## src/rtl/indicator_ctrl_if.sv

```systemverilog
`default_nettype none
// ============================================================================
// Module   : indicator_ctrl_if
// Brief    : Status-to-LED bundle between the charger decode logic and indicator_ctrl.
// Revision : 1.0 - initial release
// ============================================================================
interface indicator_ctrl_if #(
  parameter int NCH   = 2,
  parameter int PWM_W = 4
);
  logic                 button;
  logic                 usb;
  logic [2*NCH-1:0]     mode;
  logic [PWM_W*NCH-1:0] duty;
  logic [NCH-1:0]       led;
  logic                 active;
  logic                 press;

  modport master (
    output button,
    output usb,
    output mode,
    output duty,
    input  led,
    input  active,
    input  press
  );

  modport slave (
    input  button,
    input  usb,
    input  mode,
    input  duty,
    output led,
    output active,
    output press
  );
endinterface
`default_nettype wire

```

## src/rtl/indicator_ctrl.sv

```systemverilog
`default_nettype none
// ============================================================================
// Module   : indicator_ctrl
// Brief    : Multi-channel LED indicator with blink modes, PWM dimming and a
//            wake/sleep display state machine driven by button and USB.
// Revision : 1.0 - initial release
// ============================================================================
module indicator_ctrl #(
  parameter int NCH        = 2,
  parameter int TICK_DIV   = 1000,
  parameter int DEB_TICKS  = 20,
  parameter int HOLD_TICKS = 3000,
  parameter int PWM_W      = 4,
  parameter int BLINK_W    = 8
) (
  input  logic             clk,
  input  logic             rst,
  indicator_ctrl_if.slave  bus
);

  localparam int c_tick_w = (TICK_DIV > 1) ? $clog2(TICK_DIV) : 1;
  localparam int c_deb_w  = $clog2(DEB_TICKS + 1);
  localparam int c_hold_w = $clog2(HOLD_TICKS + 1);

  localparam logic [c_tick_w-1:0] c_tick_last = c_tick_w'(TICK_DIV - 1);
  localparam logic [c_deb_w-1:0]  c_deb_last  = c_deb_w'(DEB_TICKS - 1);
  localparam logic [c_hold_w-1:0] c_hold_load = c_hold_w'(HOLD_TICKS);
  localparam logic [c_hold_w-1:0] c_hold_one  = c_hold_w'(1);

  typedef enum logic [0:0] {
    ST_SLEEP = 1'b0,
    ST_SHOW  = 1'b1
  } state_t;

  // --------------------------------------------------------------------------
  // Timebase
  // --------------------------------------------------------------------------
  logic [c_tick_w-1:0] r_tick_cnt;
  logic                w_tick;

  assign w_tick = (r_tick_cnt == c_tick_last);

  always_ff @(posedge clk) begin
    if (rst) begin
      r_tick_cnt <= '0;
    end else if (w_tick) begin
      r_tick_cnt <= '0;
    end else begin
      r_tick_cnt <= r_tick_cnt + c_tick_w'(1);
    end
  end

  // --------------------------------------------------------------------------
  // Button synchroniser, debounce and press pulse
  // --------------------------------------------------------------------------
  logic               r_sync1;
  logic               r_btn_s;
  logic               r_btn_d;
  logic [c_deb_w-1:0] r_deb_cnt;
  logic               r_press;

  always_ff @(posedge clk) begin
    if (rst) begin
      r_sync1   <= 1'b0;
      r_btn_s   <= 1'b0;
      r_btn_d   <= 1'b0;
      r_deb_cnt <= '0;
      r_press   <= 1'b0;
    end else begin
      r_sync1 <= bus.button;
      r_btn_s <= r_sync1;
      r_press <= 1'b0;
      if (r_btn_s == r_btn_d) begin
        r_deb_cnt <= '0;
      end else if (w_tick) begin
        if (r_deb_cnt == c_deb_last) begin
          // btn_s differs from btn_d here, so btn_s=1 means a rising edge
          r_btn_d   <= r_btn_s;
          r_deb_cnt <= '0;
          r_press   <= r_btn_s;
        end else begin
          r_deb_cnt <= r_deb_cnt + c_deb_w'(1);
        end
      end
    end
  end

  // --------------------------------------------------------------------------
  // Display state machine and blink phase
  // --------------------------------------------------------------------------
  state_t              r_state;
  logic                r_usb;
  logic                r_active;
  logic [c_hold_w-1:0] r_hold;
  logic [BLINK_W-1:0]  r_blink_cnt;
  logic                w_keep;
  logic                w_expire;
  logic                w_show_nxt;

  assign w_keep     = r_press | r_usb;
  assign w_expire   = w_tick & (r_hold == c_hold_one);
  // A press or usb in the expiry cycle keeps the display awake
  assign w_show_nxt = w_keep | ((r_state == ST_SHOW) & ~w_expire);

  always_ff @(posedge clk) begin
    if (rst) begin
      r_state     <= ST_SLEEP;
      r_usb       <= 1'b0;
      r_active    <= 1'b0;
      r_hold      <= '0;
      r_blink_cnt <= '0;
    end else begin
      r_usb <= bus.usb;
      case (r_state)
        ST_SLEEP: begin
          r_blink_cnt <= '0;
          if (w_keep) begin
            r_state  <= ST_SHOW;
            r_hold   <= c_hold_load;
            r_active <= 1'b1;
          end
        end
        ST_SHOW: begin
          if (w_tick) begin
            r_blink_cnt <= r_blink_cnt + BLINK_W'(1);
          end
          if (w_keep) begin
            r_hold <= c_hold_load;
          end else if (w_tick) begin
            if (r_hold == c_hold_one) begin
              r_state  <= ST_SLEEP;
              r_hold   <= '0;
              r_active <= 1'b0;
            end else begin
              r_hold <= r_hold - c_hold_w'(1);
            end
          end
        end
      endcase
    end
  end

  // --------------------------------------------------------------------------
  // PWM and per-channel output gating
  // --------------------------------------------------------------------------
  logic [PWM_W-1:0] r_pwm_cnt;
  logic [NCH-1:0]   w_led_nxt;
  logic [NCH-1:0]   r_led;
  logic             w_slow_on;
  logic             w_fast_on;

  assign w_slow_on = ~r_blink_cnt[BLINK_W-1];
  assign w_fast_on = ~r_blink_cnt[BLINK_W-3];

  always_ff @(posedge clk) begin
    if (rst) begin
      r_pwm_cnt <= '0;
    end else begin
      r_pwm_cnt <= r_pwm_cnt + PWM_W'(1);
    end
  end

  for (genvar gi = 0; gi < NCH; gi++) begin : g_ch
    logic [PWM_W-1:0] w_duty;
    logic [1:0]       w_mode;
    logic             w_gate;
    logic             w_pwm_on;

    assign w_duty   = bus.duty[PWM_W*gi +: PWM_W];
    assign w_mode   = bus.mode[2*gi +: 2];
    // Full-scale duty must stay lit through the counter's top code
    assign w_pwm_on = (r_pwm_cnt < w_duty) | (&w_duty);

    always_comb begin
      w_gate = 1'b0;
      case (w_mode)
        2'b00:   w_gate = 1'b0;
        2'b01:   w_gate = 1'b1;
        2'b10:   w_gate = w_slow_on;
        2'b11:   w_gate = w_fast_on;
        default: w_gate = 1'b0;
      endcase
    end

    assign w_led_nxt[gi] = w_show_nxt & w_gate & w_pwm_on;
  end

  always_ff @(posedge clk) begin
    if (rst) begin
      r_led <= '0;
    end else begin
      r_led <= w_led_nxt;
    end
  end

  assign bus.led    = r_led;
  assign bus.active = r_active;
  assign bus.press  = r_press;

endmodule
`default_nettype wire

```

## src/flat_wrapper.sv

```systemverilog
// flat-port wrapper written by rule: the top's interface ports become plain ports
module indicator_ctrl_flat 
#(
  parameter int NCH        = 2,
  parameter int TICK_DIV   = 1000,
  parameter int DEB_TICKS  = 20,
  parameter int HOLD_TICKS = 3000,
  parameter int PWM_W      = 4,
  parameter int BLINK_W    = 8
)
  (clk, rst, bus_button, bus_usb, bus_mode, bus_duty, bus_led, bus_active, bus_press);
  indicator_ctrl_if #(.NCH(NCH), .PWM_W(PWM_W)) bus_i ();
  input  logic clk;
  input  logic rst;
  input wire logic [$bits(bus_i.button)-1:0] bus_button;
  input wire logic [$bits(bus_i.usb)-1:0] bus_usb;
  input wire logic [$bits(bus_i.mode)-1:0] bus_mode;
  input wire logic [$bits(bus_i.duty)-1:0] bus_duty;
  output wire logic [$bits(bus_i.led)-1:0] bus_led;
  output wire logic [$bits(bus_i.active)-1:0] bus_active;
  output wire logic [$bits(bus_i.press)-1:0] bus_press;
  assign bus_i.button = bus_button;
  assign bus_i.usb = bus_usb;
  assign bus_i.mode = bus_mode;
  assign bus_i.duty = bus_duty;
  assign bus_led = bus_i.led;
  assign bus_active = bus_i.active;
  assign bus_press = bus_i.press;
  indicator_ctrl #(.NCH(NCH), .TICK_DIV(TICK_DIV), .DEB_TICKS(DEB_TICKS), .HOLD_TICKS(HOLD_TICKS), .PWM_W(PWM_W), .BLINK_W(BLINK_W)) u_core (.clk(clk), .rst(rst), .bus(bus_i));
endmodule
```

## config.mk

```make
export PLATFORM = sky130hd
export DESIGN_NAME = indicator_ctrl_flat
export DESIGN_NICKNAME = d
export VERILOG_FILES = /design/src/rtl/indicator_ctrl_if.sv /design/src/rtl/indicator_ctrl.sv /design/src/flat_wrapper.sv
export SDC_FILE = /design/constraint.sdc
export NUM_CORES = 1
export LEC_CHECK = 0
export CORE_ASPECT_RATIO = 1.75
export CORE_UTILIZATION = 51
export CTS_BUF_LIST = sky130_fd_sc_hd__clkbuf_8
export DETAILED_ROUTE_END_ITERATION = 6
export PLACE_DENSITY = 0.72
export SKIP_CTS_REPAIR_TIMING = 1
export SYNTH_ARGS = -nofsm -noshare
export SYNTH_HDL_FRONTEND = slang
export SYNTH_SLANG_ARGS = --single-unit
```

## constraint.sdc

```tcl
create_clock -name clk -period 3.4 [get_ports clk]
set_input_delay 0.34 -clock clk [delete_from_list [all_inputs] [get_ports clk]]
set_output_delay 0.34 -clock clk [all_outputs]
set_load 0.03 [all_outputs]
```

==> impl_metrics.py <==
metrics = {
    "cts": {
        "clockBufferDepth": 2,
        "cts.sinks": 48,
        "root_buffer": "clkbuf_8",
        "tritoncts": "yes",
        "clock_latency_ns": 0.30,
        "clkSlewWorstSetupHoldPaths_ns": 0.08,
        "numCtsBuffers": 5,
        "htree_levels": 2,
    },
    "global_routing": {
        "grt_pass1_wl_um": 7250,
        "antenna_found_initial": 0,
        "grt_pass1_vias": 1821,
        "grt-ovfl-total": 0,
        "grt_max_degree": 26,
        "grtUsageTotal": 0.204,
    },
    "sta": {
        "finalClockSkew_ns": 0.00564,
        "timing.final.crit_period_ns": 2.24,
        "relSlewSlack": 0.534,
        "period_share": 0.658,
        "slew_viol_final": 0,
        "setup_viol": 0,
        "hold_violations": 0,
        "fmax_mhz": 447,
        "tightest_slew_ns": 0.698,
        "rsz0062_at_grt": "no",
        "tns_ns": 0,
    },
    "power_and_ir_drop": {
        "p_total_mw": 1.10,
        "p_leak_nw": 1.02,
        "ir_drop_mv": 0.416,
        "power_density_mw_per_mm2": 416,
    },
    "routing": {
        "first_pass_iters": 4,
        "wl_um": 4310,
        "drt_iter0_drc": 42,
        "highest_layer": "met4",
        "dr_wl_met3_um": 133,
        "wl_per_cell_um": 12.4,
        "drc": 0,
        "via_count": 1906,
        "ant_nets": 0,
        "viasPerCell": 5.48,
        "dr_wl_met2_um": 2360,
        "drt-met1-wl_um": 1700,
    },
    "cells_and_area": {
        "final_nets": 324,
        "layout.cell_area.non_filler_mm2": 0.00264,
        "area_growth_pct": 14.8,
        "diodes": 0,
        "drive_above_1_share": 0.0471,
        "utilization": 0.605,
    },
    "floorplan": {
        "io_pins": 20,
        "core_mm2": 0.00436,
        "initial_utilization": 0.527,
        "die_h_um": 90.9,
        "num_rows": 32,
        "die_w_um": 52.8,
        "dieArea_mm2": 0.00479,
    },
    "synthesis": {
        "syn_avg_cell_area_um2": 8.31,
        "yosys_warnings": 0,
        "synth_top_area_share": 0.418,
        "yosys.area.top_type": "dfxtp_1",
        "yosysUniqueCellTypes": 36,
        "seq_area_frac_synth": 0.418,
        "syn_nets": 305,
        "syn_area_mm2": 0.00230,
        "ys_ff_latch": 48,
        "yosys-top-cells-area": "dfxtp_1, nor2_1, ha_1",
        "synthCells": 277,
    },
    "setup_path": {
        "start_kind": "register",
        "criticalPathCategory": "reg -> reg",
        "crit_path_max_fanout": 13,
        "endpoint_kind": "register",
        "crit_arrival_ns": 2.47,
        "cp_data_required_time_ns": 3.63,
    },
    "status": {
        "outcome": "finished, final reports clean",
    },
    "run": {
        "cap_violations": 0,
    },
    "placed_design": {
        "placed_cell_area_mm2": 0.00253,
        "port_buffers": 19,
        "routabilityCongestion": 0.853,
        "place_hpwl_um": 3240,
    },
    "worst_hold_path": {
        "hold_path.class": "reg -> reg",
    },
}
[cells in the mapped netlist, drive strengths merged]
| library cell | count |
|---|---|
| nor2 | 44 |
| inv | 14 |
| nor3b | 3 |
| nor2b | 8 |
| nand2 | 24 |
| or2 | 1 |
| o31ai | 1 |
| o211a | 1 |
| a31oi | 4 |
| buf | 2 |
| a21boi | 3 |
| xnor2 | 11 |
| mux2i | 4 |
| ha | 12 |
| nand4 | 9 |
| xor2 | 9 |
| or4 | 2 |
| and4 | 1 |
| and4bb | 1 |
| a21oi | 15 |
| a21o | 1 |
| nor3 | 11 |
| or3 | 3 |
| o21ai | 13 |
| and2 | 1 |
| nand2b | 2 |
| nand3b | 2 |
| a31o | 1 |
| and3 | 5 |
| nand3 | 9 |
| nor4 | 5 |
| clkbuf | 6 |
| dfxtp | 48 |
| a211oi | 1 |
[sequential cells by signal (all words and copies together), names as in the netlist]
signal and flops:
u_core.r_hold 12, u_core.r_tick_cnt 10, u_core.r_blink_cnt 8, u_core.r_deb_cnt 5, u_core.r_pwm_cnt 4, u_core.bus.led 2
u_core.bus.active 1, u_core.bus.press 1, u_core.r_btn_d 1, u_core.r_btn_s 1, u_core.r_state 1, u_core.r_sync1 1
u_core.r_usb 1
[area by class of cell]
class	instances	area, µm²
repair buffers	20	198
multi-input cells	207	1250
well taps	51	63.8
fillers	420	1720
clock buffers	5	68.8
inverters	14	52.6
flip-flops and latches	48	961
clock inverters	3	42.5
[layer usage]
layer | track usage | up-vias
met3 | 0.0404 | 8
met4 | 0.107 | 0
li1 | - | 982
met2 | 0.393 | 30
met1 | 0.180 | 886
met5 | 0 | -
[stage by stage]
stage / std cells / setup slack (ns) / hold slack [ns]
after floorplan: 277 / 1.51 / 0.414
after global placement: 340 / 1.23 / 0.427
after detailed placement: 340 / 1.16 / 0.438
after CTS: 348 / 1.15 / 0.458
after global routing: 348 / 0.974 / 0.464
final: 348 / 1.16 / 0.448
[worst max-delay path: stages, from the launching register on]
cell and delay (ns):
dfxtp_1 0.36, ha_1 0.20, and2_1 0.25, nand4_2 0.31, or4_1 0.57, or3_1 0.32
a31oi_1 0.16
[power by group]
part	internal [mW]	switching [mW]	total [mW]
clock network	0.218	0.188	0.405
logic	0.0489	0.0493	0.0983
registers	0.579	0.0154	0.594
total	0.845	0.253	1.10
[cells by family after synthesis]
family                   after synthesis  share of synthesized area
adder cells (fa/ha/maj)               12                     0.0653
XOR/XNOR                              20                     0.0761
AO/OA/AOI/OAI                         40                     0.0995
AND/OR/NAND/NOR                      131                      0.287
multiplexers                           4                     0.0174
flip-flops                            48                      0.418
buffers and inverters                 22                     0.0370
[placed cells by master (no fill, tap or decap), types with 2 or more instances in the layout]
master           netlist  routed
dfxtp_1               48      48
nor2_1                44      44
nand2_1               24      24
clkdlybuf4s50_1        0      19
a21oi_1               15      15
inv_1                 14      14
o21ai_0               13      13
ha_1                  12      12
xnor2_1               11      11
nor3_1                11      11
xor2_1                 9       9
nand3_1                9       9
nor2b_1                8       8
nand4_1                8       8
and3_1                 5       5
clkbuf_8               0       5
mux2i_1                4       4
a31oi_1                4       4
or3_1                  3       3
a21boi_0               3       3
nor4_1                 3       3
nor3b_1                3       3
nand2b_1               2       2
nor4_2                 2       2
or4_1                  2       2
nand3b_1               2       2
[final timing paths]
kind	from	to	slack [ns]	cells after the start
setup / recovery	u_core.r_tick_cnt[0]$_SDFF_PP0_	u_core.r_hold[11]$_SDFFE_PP0P_	1.16	6
hold / removal	u_core.r_sync1$_SDFF_PP0_	u_core.r_btn_s$_SDFF_PP0_	0.45	1
setup reg to reg	u_core.r_tick_cnt[0]$_SDFF_PP0_	u_core.r_hold[11]$_SDFFE_PP0P_	1.16	6
hold reg to reg	u_core.r_sync1$_SDFF_PP0_	u_core.r_btn_s$_SDFF_PP0_	0.45	1
No activity file was read; power rests on OpenSTA's default activity.
